--- src/rtl/pong_pkg.sv ---
`default_nettype none
// ============================================================================
// Module      : pong_pkg
// Description : Shared definitions for the pong pipeline: ball FSM state
//               encoding, direction encoding and the default grid geometry
//               used by the paddle, ball and display stages.
// Ports       : none (package)
// Revision    : 1.0 - initial release
// ============================================================================
package pong_pkg;

   typedef enum logic [1:0] {
      IDLE = 2'd0,
      MOVE = 2'd1,
      MISS = 2'd2
   } state_e;

   // Direction of travel on either axis. For Y, "positive" is downwards.
   localparam logic DIR_POS = 1'b0;
   localparam logic DIR_NEG = 1'b1;

   // Default grid geometry shared with the paddle stage and the display.
   localparam int GRID_COL_BITS = 3;
   localparam int GRID_ROW_BITS = 3;
   localparam int PADDLE_SIZE   = 2;

endpackage : pong_pkg
`default_nettype wire

--- src/rtl/ball_engine_tick_divider.sv ---
`default_nettype none
// ============================================================================
// Module      : tick_divider
// Description : Free-running modulo-TICK_DIV counter with synchronous clear.
//               Emits a one-cycle step pulse on the cycle the count equals
//               TICK_DIV-1 and wraps to 0 on that same cycle.
// Ports       : clk     - system clock
//               rst     - synchronous active-high reset
//               clear_i - holds the counter at 0 (no pulse) while high
//               step_o  - one-cycle step pulse
// Revision    : 1.0 - initial release
// ============================================================================
module tick_divider #(
   parameter int TICK_DIV = 4
) (
   input  logic clk,
   input  logic rst,
   input  logic clear_i,
   output logic step_o
);

   localparam int            CW   = $clog2(TICK_DIV);
   localparam logic [CW-1:0] LAST = CW'(TICK_DIV - 1);

   logic [CW-1:0] cnt_q, cnt_d;

   always_comb begin
      cnt_d  = cnt_q;
      step_o = 1'b0;
      if (clear_i) begin
         cnt_d = '0;
      end else if (cnt_q == LAST) begin
         cnt_d  = '0;
         step_o = 1'b1;
      end else begin
         cnt_d = cnt_q + 1'b1;
      end
   end

   always_ff @(posedge clk) begin
      if (rst) cnt_q <= '0;
      else     cnt_q <= cnt_d;
   end

endmodule : tick_divider
`default_nettype wire

--- src/rtl/ball_engine.sv ---
`default_nettype none
// ============================================================================
// Module      : ball_engine
// Description : Steps a ball across a 2**BIT_WIDTH x 2**ROW_BITS grid at a
//               prescaled rate, reflecting off the side and top walls and
//               bouncing off the paddle on the bottom row.
// Ports       : clk, rst     - clock, synchronous active-high reset
//               en           - game enable; low parks the ball in IDLE
//               serve        - launches the ball from IDLE or MISS
//               paddle_left  - paddle left column
//               ball_x/y     - registered ball position
//               hit / miss   - one-cycle pulses on paddle bounce / miss
//               playing      - high while the ball is moving
//               score        - saturating hits since last serve
// Revision    : 1.0 - initial release
// ============================================================================
module ball_engine
   import pong_pkg::*;
#(
   parameter int BIT_WIDTH  = GRID_COL_BITS,
   parameter int ROW_BITS   = GRID_ROW_BITS,
   parameter int SIZE       = PADDLE_SIZE,
   parameter int START_X    = 4,
   parameter int TICK_DIV   = 4,
   parameter int SCORE_BITS = 4
) (
   input  logic                  clk,
   input  logic                  rst,
   input  logic                  en,
   input  logic                  serve,
   input  logic [BIT_WIDTH-1:0]  paddle_left,
   output logic [BIT_WIDTH-1:0]  ball_x,
   output logic [ROW_BITS-1:0]   ball_y,
   output logic                  hit,
   output logic                  miss,
   output logic                  playing,
   output logic [SCORE_BITS-1:0] score
);

   localparam logic [BIT_WIDTH-1:0] X_MAX   = '1;
   localparam logic [BIT_WIDTH-1:0] X_START = BIT_WIDTH'(START_X);
   localparam logic [ROW_BITS-1:0]  Y_LAST  = '1;               // paddle row
   localparam logic [ROW_BITS-1:0]  Y_PRE   = Y_LAST - 1'b1;    // row above paddle
   localparam logic [ROW_BITS-1:0]  Y_BOUNCE = Y_LAST - 2'd2;   // row after a hit
   localparam logic [ROW_BITS-1:0]  Y_ONE   = ROW_BITS'(1);

   state_e                  state_q, state_d;
   logic [BIT_WIDTH-1:0]    x_q, x_d;
   logic [ROW_BITS-1:0]     y_q, y_d;
   logic                    dx_q, dx_d;
   logic                    dy_q, dy_d;
   logic [SCORE_BITS-1:0]   score_q, score_d;
   logic                    hit_q, hit_d;
   logic                    miss_q, miss_d;

   logic                    step;
   logic [BIT_WIDTH-1:0]    nx;
   logic                    ndx;
   logic                    catch_w;
   logic [BIT_WIDTH:0]      nx_ext, pl_lo, pl_hi;

   // Counter only runs while moving; dropping en also stops it immediately
   // so a step can never coincide with the return to IDLE.
   tick_divider #(.TICK_DIV(TICK_DIV)) u_tick (
      .clk     (clk),
      .rst     (rst),
      .clear_i (!en || (state_q != MOVE)),
      .step_o  (step)
   );

   // Next column, reflecting off the side walls.
   always_comb begin
      ndx = dx_q;
      if (dx_q == DIR_POS) begin
         if (x_q == X_MAX) begin
            ndx = DIR_NEG;
            nx  = x_q - 1'b1;
         end else begin
            nx  = x_q + 1'b1;
         end
      end else begin
         if (x_q == '0) begin
            ndx = DIR_POS;
            nx  = x_q + 1'b1;
         end else begin
            nx  = x_q - 1'b1;
         end
      end
   end

   // Paddle test in one extra bit so paddle_left+SIZE cannot wrap.
   always_comb begin
      nx_ext  = {1'b0, nx};
      pl_lo   = {1'b0, paddle_left};
      pl_hi   = pl_lo + (BIT_WIDTH+1)'(SIZE);
      catch_w = (nx_ext >= pl_lo) && (nx_ext <= pl_hi);
   end

   // Next-state and datapath.
   always_comb begin
      state_d = state_q;
      x_d     = x_q;
      y_d     = y_q;
      dx_d    = dx_q;
      dy_d    = dy_q;
      score_d = score_q;
      hit_d   = 1'b0;
      miss_d  = 1'b0;
      if (!en) begin
         state_d = IDLE;
         x_d     = X_START;
         y_d     = '0;
         dx_d    = DIR_POS;
         dy_d    = DIR_POS;
      end else begin
         case (state_q)
            IDLE: begin
               x_d  = X_START;
               y_d  = '0;
               dx_d = DIR_POS;
               dy_d = DIR_POS;
               if (serve) begin
                  state_d = MOVE;
                  score_d = '0;
               end
            end
            MOVE: begin
               if (step) begin
                  x_d  = nx;
                  dx_d = ndx;
                  if ((dy_q == DIR_NEG) && (y_q == '0)) begin
                     dy_d = DIR_POS;
                     y_d  = Y_ONE;
                  end else if ((dy_q == DIR_POS) && (y_q == Y_PRE)) begin
                     if (catch_w) begin
                        dy_d  = DIR_NEG;
                        y_d   = Y_BOUNCE;
                        hit_d = 1'b1;
                        if (score_q != '1) score_d = score_q + 1'b1;
                     end else begin
                        y_d     = Y_LAST;
                        miss_d  = 1'b1;
                        state_d = MISS;
                     end
                  end else if (dy_q == DIR_POS) begin
                     y_d = y_q + 1'b1;
                  end else begin
                     y_d = y_q - 1'b1;
                  end
               end
            end
            MISS: begin
               if (serve) begin
                  state_d = MOVE;
                  score_d = '0;
                  x_d     = X_START;
                  y_d     = '0;
                  dx_d    = DIR_POS;
                  dy_d    = DIR_POS;
               end
            end
            default: begin
               state_d = IDLE;
               x_d     = X_START;
               y_d     = '0;
               dx_d    = DIR_POS;
               dy_d    = DIR_POS;
            end
         endcase
      end
   end

   // State register.
   always_ff @(posedge clk) begin
      if (rst) begin
         state_q <= IDLE;
         x_q     <= X_START;
         y_q     <= '0;
         dx_q    <= DIR_POS;
         dy_q    <= DIR_POS;
         score_q <= '0;
         hit_q   <= 1'b0;
         miss_q  <= 1'b0;
      end else begin
         state_q <= state_d;
         x_q     <= x_d;
         y_q     <= y_d;
         dx_q    <= dx_d;
         dy_q    <= dy_d;
         score_q <= score_d;
         hit_q   <= hit_d;
         miss_q  <= miss_d;
      end
   end

   // Outputs.
   always_comb begin
      ball_x  = x_q;
      ball_y  = y_q;
      hit     = hit_q;
      miss    = miss_q;
      score   = score_q;
      playing = (state_q == MOVE);
   end

endmodule : ball_engine
`default_nettype wire

--- config.mk ---
export PLATFORM = sky130hd
export DESIGN_NAME = ball_engine
export DESIGN_NICKNAME = d
export VERILOG_FILES = /design/src/rtl/pong_pkg.sv /design/src/rtl/ball_engine_tick_divider.sv /design/src/rtl/ball_engine.sv
export SDC_FILE = /design/constraint.sdc
export NUM_CORES = 1
export LEC_CHECK = 0
export ABC_CLOCK_PERIOD_IN_PS = 3770
export BUFFER_PORTS_ARGS = -buffer_cell sky130_fd_sc_hd__buf_4
export CORE_UTILIZATION = 55
export CTS_CLUSTER_SIZE = 14
export DETAILED_ROUTE_END_ITERATION = 16
export PLACE_DENSITY = 0.78
export SLEW_MARGIN = 30
export SYNTH_ARGS = -nofsm -noshare
export SYNTH_HDL_FRONTEND = slang
export SYNTH_SLANG_ARGS = --single-unit
export TNS_END_PERCENT = 100
--- constraint.sdc ---
create_clock -name clk -period 3.77 [get_ports clk]
set_clock_uncertainty 0.1 [all_clocks]
set_input_delay 0.377 -clock clk [delete_from_list [all_inputs] [get_ports clk]]
set_output_delay 0.377 -clock clk [all_outputs]
set_load 0.02 [all_outputs]
# Word level (Yosys, flattened, before mapping)
# Index checks and enable logic that the tools add are counted.
word_totals:
  ff_bits: 18
  latch_bits: 0
  ram_bits: 0
  rom_bits: 0
  in_bits: 7
  word_cells: 98
  mem_count: 0
classes:
  n_addsub: 7
  n_mul: 0
  div_mod_pow: 0
  order_cmp: 2
  n_eq_ne: 17
  shifts: 0
  n_mux: 41
  bitwise: 5
  reduce_logical: 17
ops:
  columns: ["cell", "n"]
  rows:
  - ["3-bit two-way mux", 10]
  - ["4-bit two-way mux", 6]
  - ["1-bit two-way mux", 13]
  - ["2-bit two-way mux", 6]
  - ["2-bit by 1-bit inequality test with 1-bit output (second input constant)", 6]
  - ["3-bit one-hot mux with 2 select lines", 2]
  - ["4-bit one-hot mux with 2 select lines", 1]
  - ["8-bit AND reduction", 1]
  - ["3-bit by 1-bit adder with 3-bit output (second input constant)", 2]
  - ["3-bit == test (second input constant)", 2]
  - ["3-bit zero test", 2]
  - ["2-bit inequality test (second input constant)", 3]
  - ["3-bit by 1-bit inequality test with 1-bit output (second input constant)", 2]
  - ["6-bit OR reduction", 1]
  - ["3-bit by 1-bit subtractor with 3-bit output (second input constant)", 2]
  - ["1-bit inverter", 5]
  - ["5-bit AND reduction", 1]
  - ["3-bit by 2-bit adder with 4-bit output (second input constant)", 1]
  - ["4-bit by 1-bit adder with 4-bit output (second input constant)", 1]
  - ["2-bit == test (second input constant)", 2]
  - ["3-bit by 4-bit <= comparator with 1-bit output", 1]
  - ["4-bit inequality test (second input constant)", 1]
  - ["1-bit one-hot mux with 2 select lines", 2]
  - ["2-bit one-hot mux with 2 select lines", 1]
  - ["12 further kinds", 15]

# Logic depth before layout (Yosys ltp)
# Gate-level depths: netlist (run 1).
logic_depth:
  depth_word: 10
  mapped_depth: 11
  ltp_nobuf: 11

# By module
# Synthesis (run 1) repeated with hierarchy kept, for this count alone.
hier_totals:
  hier_cells: 140
  hier_area_um2: 1199.9
by_module_without_submodules:
  columns: ["mod", "instances", "cells_per_inst", "area_per_inst_um2", "seq_area_each_um2"]
  rows:
  - ["ball_engine", 1, 134, 1113.6, 320.3]
  - ["tick_divider", 1, 6, 86.3, 40.0]

# Least setup slack after synthesis (run 1)
# OpenSTA, ideal clock, no wires.
synth_path:
  path_kind: "reg2reg"
  startpoint: "register x_q[0] (netlist: ball_x[0])"
  endpoint: "register state_q[0]"
  setup_time_ns: 0.115
  arrival_ns: 2.654
  t_required_ns: 3.555
  setup_slack_ns: 0.900
  path_stages_with_launch: 11
  n_path_buf: 0
  path_cell_list: "dfxtp_1 ha_1 ha_1 o21ai_0 mux2_2 ha_1 nand3b_1 o31ai_1 or2_1 a211o_1 nor3b_1"
synth_via:
  elab_chain_len: 7
  word_cells_on_any_way: 12
  cone_classes: "add/sub: 2; order compare: 2; eq/ne: 2; mux: 3; reduce/logical: 3"
synth_lines:
  columns: ["item", "line", "text"]
  rows:
  - ["start, declared", "ball_engine.sv:48", "logic [BIT_WIDTH-1:0] x_q, x_d;"]
  - ["start signal, assigned", "ball_engine.sv:177", "x_q <= X_START;"]
  - ["start signal, assigned", "ball_engine.sv:186", "x_q <= x_d;"]
  - ["3-bit by 1-bit adder with 3-bit output (tied with other cells)", "ball_engine.sv:79, ball_engine.sv:84", null]
  - ["3-bit two-way mux (on tied branches)", "ball_engine.sv:75, ball_engine.sv:82", null]
  - ["3-bit two-way mux (*)", "ball_engine.sv:74", "if (dx_q == DIR_POS) begin"]
  - ["3-bit by 4-bit <= comparator with 1-bit output / 3-bit greater-or-equal comparator (equally long branches)", "ball_engine.sv:96", "catch_w = (nx_ext >= pl_lo) && (nx_ext <= pl_hi);"]
  - ["1-bit logical AND (*)", "ball_engine.sv:96", null]
  - ["2-bit inequality test (no source line) (*)", null, null]
  - ["5-bit AND reduction (no source line) (*)", null, null]
  - ["end signal, assigned", "ball_engine.sv:185", "state_q <= state_d;"]
  - ["end, declared", "ball_engine.sv:47", "state_e state_q, state_d;"]
# Every way passes the cells marked *; elsewhere a longest branch is shown, timed or not.
# A chain may end at the register's enable or synchronous reset.

# Worst setup path in the final report (run 1)
# Same ends and word-level chain as after synthesis.

==> flow_metrics.tcl, run 1 <==
set metrics [dict create \
    ys_seq_area_share_pct 30.1 \
    antenna_found_initial 0 \
    slowest_stage "o21ai_0" \
    core_um2 2000 \
    hpwl_um 1970 \
    final_common_cell "buf_4" \
    yosysUniqueCellTypes 50 \
    synth_xor_area_share_pct 2.93 \
    post-route-min-period_ns 3.12 \
    crit_required_ns 3.87 \
    critPathBufInv 0 \
    dp_cells 178 \
    synth-async-reset-ratio_pct 0 \
    setup_tns_ns 0 \
    reg2reg_from "ball_x[0]$_SDFFE_PP0P_" \
    worst-path-max-fanout 6 \
    power_density_nw_per_um2 255 \
    irDropWorstVdd_mv 0.184 \
    syn2layout_area_growth_pct 15.5 \
    leakage_nw 0.553 \
    syn_area_per_cell_um2 8.80 \
    ctsRootBufferMaster "clkbuf_4" \
    crit_family "compound AO/OA/AOI/OAI gates" \
    path_common_cell "ha_1" \
    clk_latency_ns 0.30 \
    wl_um 2670 \
    wl_per_cell_um 14.7 \
    grt_setup_unrepaired "false" \
    synth_simple_gate_area_share_pct 27.1 \
    endpoint_kind "flop" \
    whs_endpoint "score[1]$_SDFFE_PP0P_" \
    yosysWarnings 0 \
    vias 1095 \
    synth_compound_area_share_pct 19.9 \
    num_antenna_cells 0 \
    hold_viol_final 0 \
    grt_max_degree 13 \
    nFillCells 173 \
    final_nets 176 \
    max_freq_mhz 320 \
    io_buffers 19 \
    drt-initial-drc-count 31 \
    register_area_um2 360 \
    synth_top_family_by_area "simple AND/OR/NAND/NOR gates" \
    grt_pass1_wl_um 4570 \
    timing.hold.ws_ns 0.201 \
    row_count 16 \
    status "complete, no violations" \
    cts-buffers-inserted 3 \
    min_period_over_period_pct 82.9 \
    cts_max_level 1 \
    final_cell_mix "buf_4 (19), dfxtp_1 (18), nor2_1 (12), ha_1 (12), nand2_1 (8)" \
    r2r_end "state_q[0]$_SDFFE_PP0P_" \
    cp.arrival_ns 3.22 \
    synthesis.nets 156 \
    whs_path_depth 2 \
    critical-path-max-stage-delay_ns 0.42 \
    path_clk_slew_ns 0.11 \
    start_util_pct 59.8 \
    utilization_pct 69.1 \
    vias_per_cell 6.02 \
    drive_gt1_share_pct 22.6 \
    routabilityCongestion 0.926 \
    die_area_um2 2370 \
    cts_tree "built" \
    cts.repair.resized 0 \
    grt_pass1_vias 988 \
    gr-total-overflow 0 \
    ys.flop_type "dfxtp_1" \
    drc 0 \
    pin_count 20 \
    clock-sinks 18 \
    worstMarginPinSlew_ns 0.711 \
    hold_path.class "in2reg" \
    clockBufferDepth 2 \
    multiInputGateArea_um2 778 \
    critical_path.cell_chain "ha_1 -> ha_1 -> o21ai_0 -> mux2_2 -> ha_1 -> nand3b_1 -> o31ai_1 -> or2_1 -> a211o_1 -> nor3b_1" \
    hold_start "rst" \
    slew_headroom_pct 51.9 \
    synth.area.mux_share_pct 0.940 \
    synth_cells 136 \
    final_cells 182 \
    die_w_um 48.7 \
    setup_violations 0 \
    track_usage_pct 25.1 \
    worst-r2r-setup-slack_ns 0.65 \
    cts_setup_buffers 0 \
    ys_ff_latch 18 \
    power.total_uw 353 \
    drt_pre_antenna_iters 4 \
    max_cap_violations 0 \
    r2r_cells 10 \
    cts_hold_buf 0 \
    synth_edf_count 0 \
    drv_slew 0 \
    die_y_um 48.7 \
    crit_path_start_kind "flop" \
    ant_nets 0 \
    synth_area_um2 1200 \
    synth_adder_area_share_pct 14.2 \
    worstSetupPathType "reg2reg" \
]
-- worst register-to-register path: cells and delay by family (launching register included) --
kind	cells	cell delay (ns)
AOI/OAI and AO/OA	3	0.87
and+or+nand+nor	3	0.55
DFF	1	0.38
adders and majority gates	3	0.71
muxes	1	0.42
-- sequential cells by signal (all words and copies together) (netlist names) --
register and cells:
ball_x 3, ball_y 3, dx_q 1, dy_q 1, hit 1, miss 1
score 4, state_q 2, u_tick.cnt_q 2
-- worst max path at each step --
stage / startpoint / to / slack [ns] / depth (start not counted)
final: ball_x[0]$_SDFFE_PP0P_ / state_q[0]$_SDFFE_PP0P_ / 0.65 / 10
after global routing: ball_x[0]$_SDFFE_PP0P_ / score[1]$_SDFFE_PP0P_ / 0.51 / 10
after CTS: ball_x[0]$_SDFFE_PP0P_ / state_q[0]$_SDFFE_PP0P_ / 0.67 / 10
after detailed placement: ball_x[0]$_SDFFE_PP0P_ / state_q[0]$_SDFFE_PP0P_ / 0.69 / 10
after global placement: ball_x[0]$_SDFFE_PP0P_ / state_q[0]$_SDFFE_PP0P_ / 0.90 / 10
after floorplan: ball_x[0]$_SDFFE_PP0P_ / state_q[0]$_SDFFE_PP0P_ / 0.90 / 10
-- per-layer routing --
metal | GRT usage, % | wire length, um
met3 | 3.77 | 79
met2 | 40.5 | 1290
met5 | 0 | 0
met4 | 8.82 | 48
met1 | 33.8 | 1260
-- power by group --
| part | internal (mW) | switching (mW) | leakage, nW |
|---|---|---|---|
| Clock | 0.0590 | 0.0649 | 0.0210 |
| Combinational | 0.0148 | 0.0221 | 0.386 |
| Sequential | 0.191 | 0.00117 | 0.145 |
-- cells by family after synthesis --
family                     count (synthesis)
buffers and inverters                     11
muxes                                      1
and+or+nand+nor                           54
xor gates and xnor gates                   4
AOI/OAI and AO/OA                         35
DFF                                       18
adders and majority gates                 13
-- per-stage QoR --
stage / worst slack [ns] / instance area [um^2]
floorplan: 0.900 / 1200
global route: 0.510 / 1380
finish: 0.646 / 1380
detailed placement: 0.694 / 1350
CTS: 0.673 / 1380
global placement: 0.898 / 1350
-- area by class of cell --
class	count	share of cell area [%]
clock buffers	4	2.62
flip-flops and latches	18	26.1
repair buffers	19	10.3
inverters	7	2.26
well taps	27	2.44
multi-input cells	107	56.3
-- synth_stat cells, drive strengths merged (2+ instances only) --
cell type	count	area (um^2)
a211o	2	18.8
a211oi	2	15.0
a21oi	7	38.8
a31oi	4	25.0
buf	3	23.8
dfxtp	18	360
ha	12	150
inv	6	22.5
nand2	9	41.3
nand2b	2	20.0
nand3	7	35.0
nand3b	3	22.5
nor2	12	45.0
nor3	3	15.0
nor3b	3	22.5
nor4	3	18.8
o211ai	3	22.5
o21a	3	22.5
o21ai	4	20.0
o21bai	2	15.0
o22ai	3	18.8
xor2	3	26.3
No activity file was read; power rests on OpenSTA's default activity.
==> inputs of run 2 (changes only) <==
--- a/config.mk
+++ b/config.mk
@@ -5,12 +5,13 @@
 export SDC_FILE = /design/constraint.sdc
 export NUM_CORES = 1
 export LEC_CHECK = 0
-export ABC_CLOCK_PERIOD_IN_PS = 3770
+export ABC_AREA = 1
+export ABC_CLOCK_PERIOD_IN_PS = 2800
 export BUFFER_PORTS_ARGS = -buffer_cell sky130_fd_sc_hd__buf_4
-export CORE_UTILIZATION = 55
+export CORE_UTILIZATION = 49
 export CTS_CLUSTER_SIZE = 14
 export DETAILED_ROUTE_END_ITERATION = 16
-export PLACE_DENSITY = 0.78
+export PLACE_DENSITY = 0.74
 export SLEW_MARGIN = 30
 export SYNTH_ARGS = -nofsm -noshare
 export SYNTH_HDL_FRONTEND = slang
==> constraint.sdc (replaced) <==
create_clock -name clk -period 2.8 [get_ports clk]
set_clock_uncertainty 0.1 [all_clocks]
set_input_delay 0.28 -clock clk [delete_from_list [all_inputs] [get_ports clk]]
set_output_delay 0.28 -clock clk [all_outputs]
set_load 0.02 [all_outputs]
==> run 2 against run 1 <==
Clock-buffer cell count fell by 1. Worst hold slack got worse by 0.16 ns. Critical endpoint is now score[0]$_SDFFE_PP0P_. Core utilization fell by 7.3 points. Area after synthesis fell by 5.9%. Critical path depth rose by 5. First-iteration DRC count fell by 65%. Cell count rose by 13%. Critical path type unchanged.
==> flow_metrics.tcl, run 2 <==
set metrics [dict create \
    num_antenna_cells 0 \
    final_nets 200 \
    worstMarginPinSlew_ns 0.332 \
    grt_pass1_wl_um 3860 \
    clockBufferDepth 2 \
    synth_cells 154 \
    synth.area.mux_share_pct 0 \
    dp_slack_ns 0.0396 \
    critical_path.cell_chain "ha_1 -> ha_1 -> nor2_1 -> a31oi_2 -> xor2_1 -> buf_4 -> ha_1 -> inv_1 -> nand3b_1 -> nand3_1 -> nand4_1 -> nand2_2 -> nand2_2 -> nor2_1 -> nor2_1" \
    drv_slew 0 \
    place_area_um2 1310 \
    drc 0 \
    start_util_pct 51.5 \
    endpoint_kind "flop" \
    leakage_nw 0.641 \
    grt_setup_unrepaired "false" \
    gr-total-overflow 0 \
    drt_pre_antenna_iters 4 \
    pin_count 20 \
    wl_per_cell_um 11.2 \
    row_count 17 \
    utilization_pct 61.7 \
    nFillCells 204 \
    ctsRootBufferMaster "clkbuf_4" \
    hold_viol_final 0 \
    slowest_stage "dfxtp_1" \
    crit_required_ns 2.91 \
    yosys.area.top_type "dfxtp_1" \
    synth_common_cells "nand2_1 (31), inv_1 (26), dfxtp_1 (18), a21oi_1 (14)" \
    design_area_um2 1350 \
    yosysWarnings 0 \
    setup_violations 0 \
    worst-r2r-setup-slack_ns 0.26 \
    crit_start "ball_x[1]$_SDFFE_PP0P_" \
    cp.arrival_ns 2.66 \
    synth_compound_area_share_pct 12.0 \
    synth_area_um2 1130 \
    synth_edf_count 0 \
    post-route-min-period_ns 2.54 \
    synth_most_common_cell "nand2_1" \
    synth_adder_area_share_pct 15.1 \
    ys_seq_area_share_pct 32.0 \
    power_density_nw_per_um2 353 \
    setup_slack_ns 0.257 \
    worstSetupPathType "reg2reg" \
    irDropWorstVdd_mv 0.314 \
    whs_path_depth 2 \
    die_w_um 50.0 \
    max_freq_mhz 393 \
    crit_family "simple AND/OR/NAND/NOR gates" \
    hold_path.class "in2reg" \
    final_common_cell "nand2_1" \
    max_cap_violations 0 \
    cts-buffers-inserted 3 \
    vias 1066 \
    netlist.area_leader.share_pct 32.0 \
    status "complete, no violations" \
    synth_xor_area_share_pct 1.55 \
    synthesis.nets 174 \
    routabilityCongestion 0.836 \
    ys_ff_latch 18 \
    yosysUniqueCellTypes 26 \
    hpwl_um 1830 \
    die_y_um 50.0 \
    synth_top_family_by_area "simple AND/OR/NAND/NOR gates" \
    antenna_found_initial 0 \
    vias_per_cell 5.17 \
    worst-path-max-fanout 7 \
    io_buffers 19 \
    die_area_um2 2500 \
    wl_um 2310 \
    clock-sinks 18 \
    core_um2 2190 \
    setup_tns_ns 0 \
    path_clk_slew_ns 0.11 \
    ys.flop_type "dfxtp_1" \
    critical-path-max-stage-delay_ns 0.38 \
    critPathBufInv 2 \
    drt-initial-drc-count 11 \
    ant_nets 0 \
    syn_area_per_cell_um2 7.32 \
    drive_gt1_share_pct 19.7 \
    slew_headroom_pct 77.6 \
    synth_simple_gate_area_share_pct 30.0 \
    track_usage_pct 20.4 \
    clk_latency_ns 0.30 \
    cts_tree "built" \
    whs_endpoint "hit$_SDFF_PP0_" \
    grt_max_degree 10 \
    largest_reg_flops 4 \
    synthTopCellsByArea "dfxtp_1 (32%), ha_1 (13%), nand2_1 (10%), inv_1 (8.7%), a21oi_1 (6.2%)" \
    min_period_over_period_pct 90.8 \
    crit_path_start_kind "flop" \
    cts_max_level 1 \
    reg2reg_from "ball_x[1]$_SDFFE_PP0P_" \
    grt_pass1_vias 928 \
    hold_start "rst" \
    final_cell_mix "nand2_1 (30), inv_1 (26), buf_4 (21)" \
    synth-async-reset-ratio_pct 0 \
    r2r_cells 15 \
    r2r_end "score[0]$_SDFFE_PP0P_" \
    syn2layout_area_growth_pct 20.0 \
]
-- run 2: cell count changes in the layout (fill, tap and decap cells not counted), sizes merged, moves of 3 or more --
cell,delta
o21a,-3
nand2,+25
inv,+20
a21oi,+7
o21ai,+5
a31oi,-3
-- run 2: metrics by stage --
| step | hold slack [ns] | power [mW] | cells |
|---|---|---|---|
| finish | 0.0419 | 0.477 | 206 |
| global route | 0.0374 | 0.500 | 206 |
| CTS | 0.0402 | 0.479 | 204 |
| detailed placement | 0.338 | 0.347 | 201 |
| global placement | 0.315 | 0.345 | 201 |
| floorplan | 0.257 | 0.321 | 154 |
-- run 2: repair_timing --
action	in CTS	in global routing
hold buffers	0	0
setup buffers	0	2
resized for setup	0	3
endpoints found under the setup margin	0	9
-- run 2: logic make-up after synthesis --
logic type | Yosys count
buf+inv | 27
simple gates | 68
fa+ha+maj | 13
compound gates | 26
flops | 18
xor+xnor | 2
-- run 2: cell type report --
cell class / count / area, um^2 / share of cell area, %
sequential: 18 / 362 / 26.7
inverter: 27 / 106 / 7.86
tap: 28 / 35.0 / 2.59
multi-input combinational: 109 / 669 / 49.5
clock buffer: 3 / 22.5 / 1.67
timing repair buffer: 21 / 158 / 11.7
-- run 2: layer usage --
metal / track usage (%) / wire, um / vias up
li1: - / - / 552
met1: 24.5 / 1110 / 488
met2: 34.0 / 1070 / 22
met3: 5.86 / 105 / 4
met4: 7.62 / 25 / 0
met5: 0 / 0 / -
-- run 2: report_power, final --
group,switching [mW],internal (mW)
registers,0.00603,0.261
clock network,0.0854,0.0502
logic,0.0438,0.0304
-- run 2: how the worst max path moves through the flow --
stage,depth (start not counted),to
2_1_floorplan,15,score[0]$_SDFFE_PP0P_
3_3_place_gp,15,score[3]$_SDFFE_PP0P_
3_5_place_dp,15,score[0]$_SDFFE_PP0P_
4_1_cts,15,score[0]$_SDFFE_PP0P_
5_1_grt,16,score[0]$_SDFFE_PP0P_
6_report,15,score[0]$_SDFFE_PP0P_
-- run 2: worst reg2reg max path, stage by stage, from the launching register on --
cell,delay [ns]
dfxtp_1,0.38
ha_1,0.17
ha_1,0.15
nor2_1,0.05
a31oi_2,0.23
xor2_1,0.22
buf_4,0.15
ha_1,0.22
inv_1,0.07
nand3b_1,0.07
nand3_1,0.15
nand4_1,0.13
nand2_2,0.16
nand2_2,0.07
nor2_1,0.10
nor2_1,0.05
==> inputs of run 3 (changes only) <==
--- a/config.mk
+++ b/config.mk
@@ -8,10 +8,9 @@
 export ABC_AREA = 1
 export ABC_CLOCK_PERIOD_IN_PS = 2800
 export BUFFER_PORTS_ARGS = -buffer_cell sky130_fd_sc_hd__buf_4
-export CORE_UTILIZATION = 49
+export CORE_UTILIZATION = 39
 export CTS_CLUSTER_SIZE = 14
 export DETAILED_ROUTE_END_ITERATION = 16
-export PLACE_DENSITY = 0.74
 export SLEW_MARGIN = 30
 export SYNTH_ARGS = -nofsm -noshare
 export SYNTH_HDL_FRONTEND = slang
==> run 3 against run 2 <==
Global-route usage decreased by 3.5 points. Via count decreased by 4.3%. Worst hold slack improved by 0.011 ns. Sequential share of layout area hardly changed. Die area rose by 25%. Non-clock buffer count decreased by 2. Core utilization decreased by 13 points. Cell count grew 0.97%. Design area grew 0.18%. Critical path depth is the same. Critical endpoint unchanged. Largest power group unchanged.
==> flow_metrics.tcl, run 3 (synthesis gave the netlist of run 2 again) <==
set metrics [dict create \
    status "complete, no violations" \
    cts_hold_buf 0 \
    io_buffers 19 \
    crit_family "simple AND/OR/NAND/NOR gates" \
    ant_nets 0 \
    final_cells 208 \
    gr-total-overflow 0 \
    setup_slack_ns 0.275 \
    vias 1020 \
    clockBufferDepth 2 \
    max_cap_violations 0 \
    hpwl_um 1820 \
    r2r_end "score[0]$_SDFFE_PP0P_" \
    power_density_nw_per_um2 373 \
    hold_path.class "in2reg" \
    design_area_um2 1360 \
    grt_pass1_wl_um 4040 \
    cts_tree "built" \
    die_y_um 55.8 \
    cts_max_level 1 \
    critPathBufInv 1 \
    final_nets 198 \
    r2r_cells 15 \
    whs_path_depth 2 \
    critical-path-max-stage-delay_ns 0.39 \
    multiInputGateArea_um2 669 \
    reg2reg_from "ball_x[1]$_SDFFE_PP0P_" \
    hold_start "rst" \
    clock-sinks 18 \
    start_util_pct 40.9 \
    grt_pass1_vias 924 \
    largest_reg_flops 4 \
    antenna_found_initial 0 \
    cp.arrival_ns 2.64 \
    timing.hold.ws_ns 0.0527 \
    final_common_cell "nand2_1" \
    hold_viol_final 0 \
    place_area_um2 1310 \
    setup_tns_ns 0 \
    grt_max_degree 11 \
    ctsRootBufferMaster "clkbuf_4" \
    register_area_um2 362 \
    die_area_um2 3110 \
    num_antenna_cells 0 \
    power.total_uw 505 \
    critical_path.cell_chain "ha_1 -> ha_1 -> nor2_1 -> a31oi_2 -> xor2_1 -> ha_1 -> nand3b_1 -> nand2_1 -> inv_1 -> nand2_1 -> nand4_1 -> nand2_2 -> nand2_2 -> nor2_1 -> nor2_1" \
    final_cell_mix "nand2_1 (30), inv_1 (26), buf_4 (19)" \
    utilization_pct 49.1 \
    post-route-min-period_ns 2.53 \
    worstSetupPathType "reg2reg" \
    drv_slew 0 \
    core_um2 2760 \
    pin_count 20 \
    die_w_um 55.8 \
    drt-initial-drc-count 18 \
    path_clk_slew_ns 0.11 \
    worst-path-max-fanout 7 \
    slowest_stage "dfxtp_1" \
    cts_setup_buffers 0 \
    dp_slack_ns 0.101 \
    crit_required_ns 2.91 \
    syn2layout_area_growth_pct 20.2 \
    endpoint_kind "flop" \
    whs_endpoint "hit$_SDFF_PP0_" \
    row_count 19 \
    min_period_over_period_pct 90.2 \
    worst-r2r-setup-slack_ns 0.27 \
    drive_gt1_share_pct 19.2 \
    routabilityCongestion 0.758 \
    crit_path_start_kind "flop" \
    track_usage_pct 16.9 \
    grt_setup_unrepaired "false" \
    irDropWorstVdd_mv 0.290 \
    cts-buffers-inserted 3 \
    slew_headroom_pct 76.2 \
    clk_latency_ns 0.30 \
    nFillCells 280 \
    drt_pre_antenna_iters 4 \
    leakage_nw 0.637 \
    dp_cells 204 \
    wl_um 2320 \
    setup_violations 0 \
    wl_per_cell_um 11.1 \
    max_freq_mhz 396 \
    vias_per_cell 4.90 \
    drc 0 \
    worstMarginPinSlew_ns 0.355 \
]
[run 3: worst register-to-register path, cell delays in order (launching register included)]
cell and delay [ns]:
dfxtp_1 0.39, ha_1 0.17, ha_1 0.13, nor2_1 0.05
a31oi_2 0.22, xor2_1 0.28, ha_1 0.30, nand3b_1 0.16
nand2_1 0.06, inv_1 0.03, nand2_1 0.09, nand4_1 0.10
nand2_2 0.16, nand2_2 0.07, nor2_1 0.09, nor2_1 0.05
[run 3: worst max path at each step]
stage	startpoint	to	slack, ns	cells after the start
floorplan	ball_x[0]$_SDFFE_PP0P_	score[0]$_SDFFE_PP0P_	0.24	15
global placement	ball_x[0]$_SDFFE_PP0P_	score[3]$_SDFFE_PP0P_	0.25	15
detailed placement	ball_x[0]$_SDFFE_PP0P_	score[0]$_SDFFE_PP0P_	0.10	15
CTS	ball_x[0]$_SDFFE_PP0P_	score[0]$_SDFFE_PP0P_	0.08	15
global route	ball_x[1]$_SDFFE_PP0P_	score[0]$_SDFFE_PP0P_	0.02	16
finish	ball_x[1]$_SDFFE_PP0P_	score[0]$_SDFFE_PP0P_	0.27	15
[run 3: per-layer routing]
| layer | vias up | global-route usage [%] | part of all wire (%) |
|---|---|---|---|
| li1 | 548 | - | - |
| met1 | 452 | 20.7 | 48 |
| met2 | 15 | 27.2 | 47 |
| met3 | 5 | 4.88 | 3.5 |
| met4 | 0 | 7.86 | 1.6 |
| met5 | - | 0 | 0 |
[run 3: layout make-up]
cell class	instances	area share, %
Multi-Input combinational cell	109	49.4
Inverter	27	7.85
Timing Repair Buffer	19	10.5
Clock buffer	4	2.68
Tap cell	31	2.86
Sequential cell	18	26.7
[run 3: power by group]
| part | total (mW) | internal (mW) | switching (mW) | leakage (nW) |
|---|---|---|---|---|
| clock network | 0.164 | 0.0794 | 0.0847 | 0.0210 |
| registers | 0.267 | 0.261 | 0.00583 | 0.146 |
| logic | 0.0737 | 0.0303 | 0.0434 | 0.470 |
| total | 0.505 | 0.371 | 0.134 | 0.637 |
[run 3: timing repair]
action,in CTS,in global routing
endpoints found under the hold margin,0,0
endpoints found under the setup margin,0,8
resized for setup,0,3
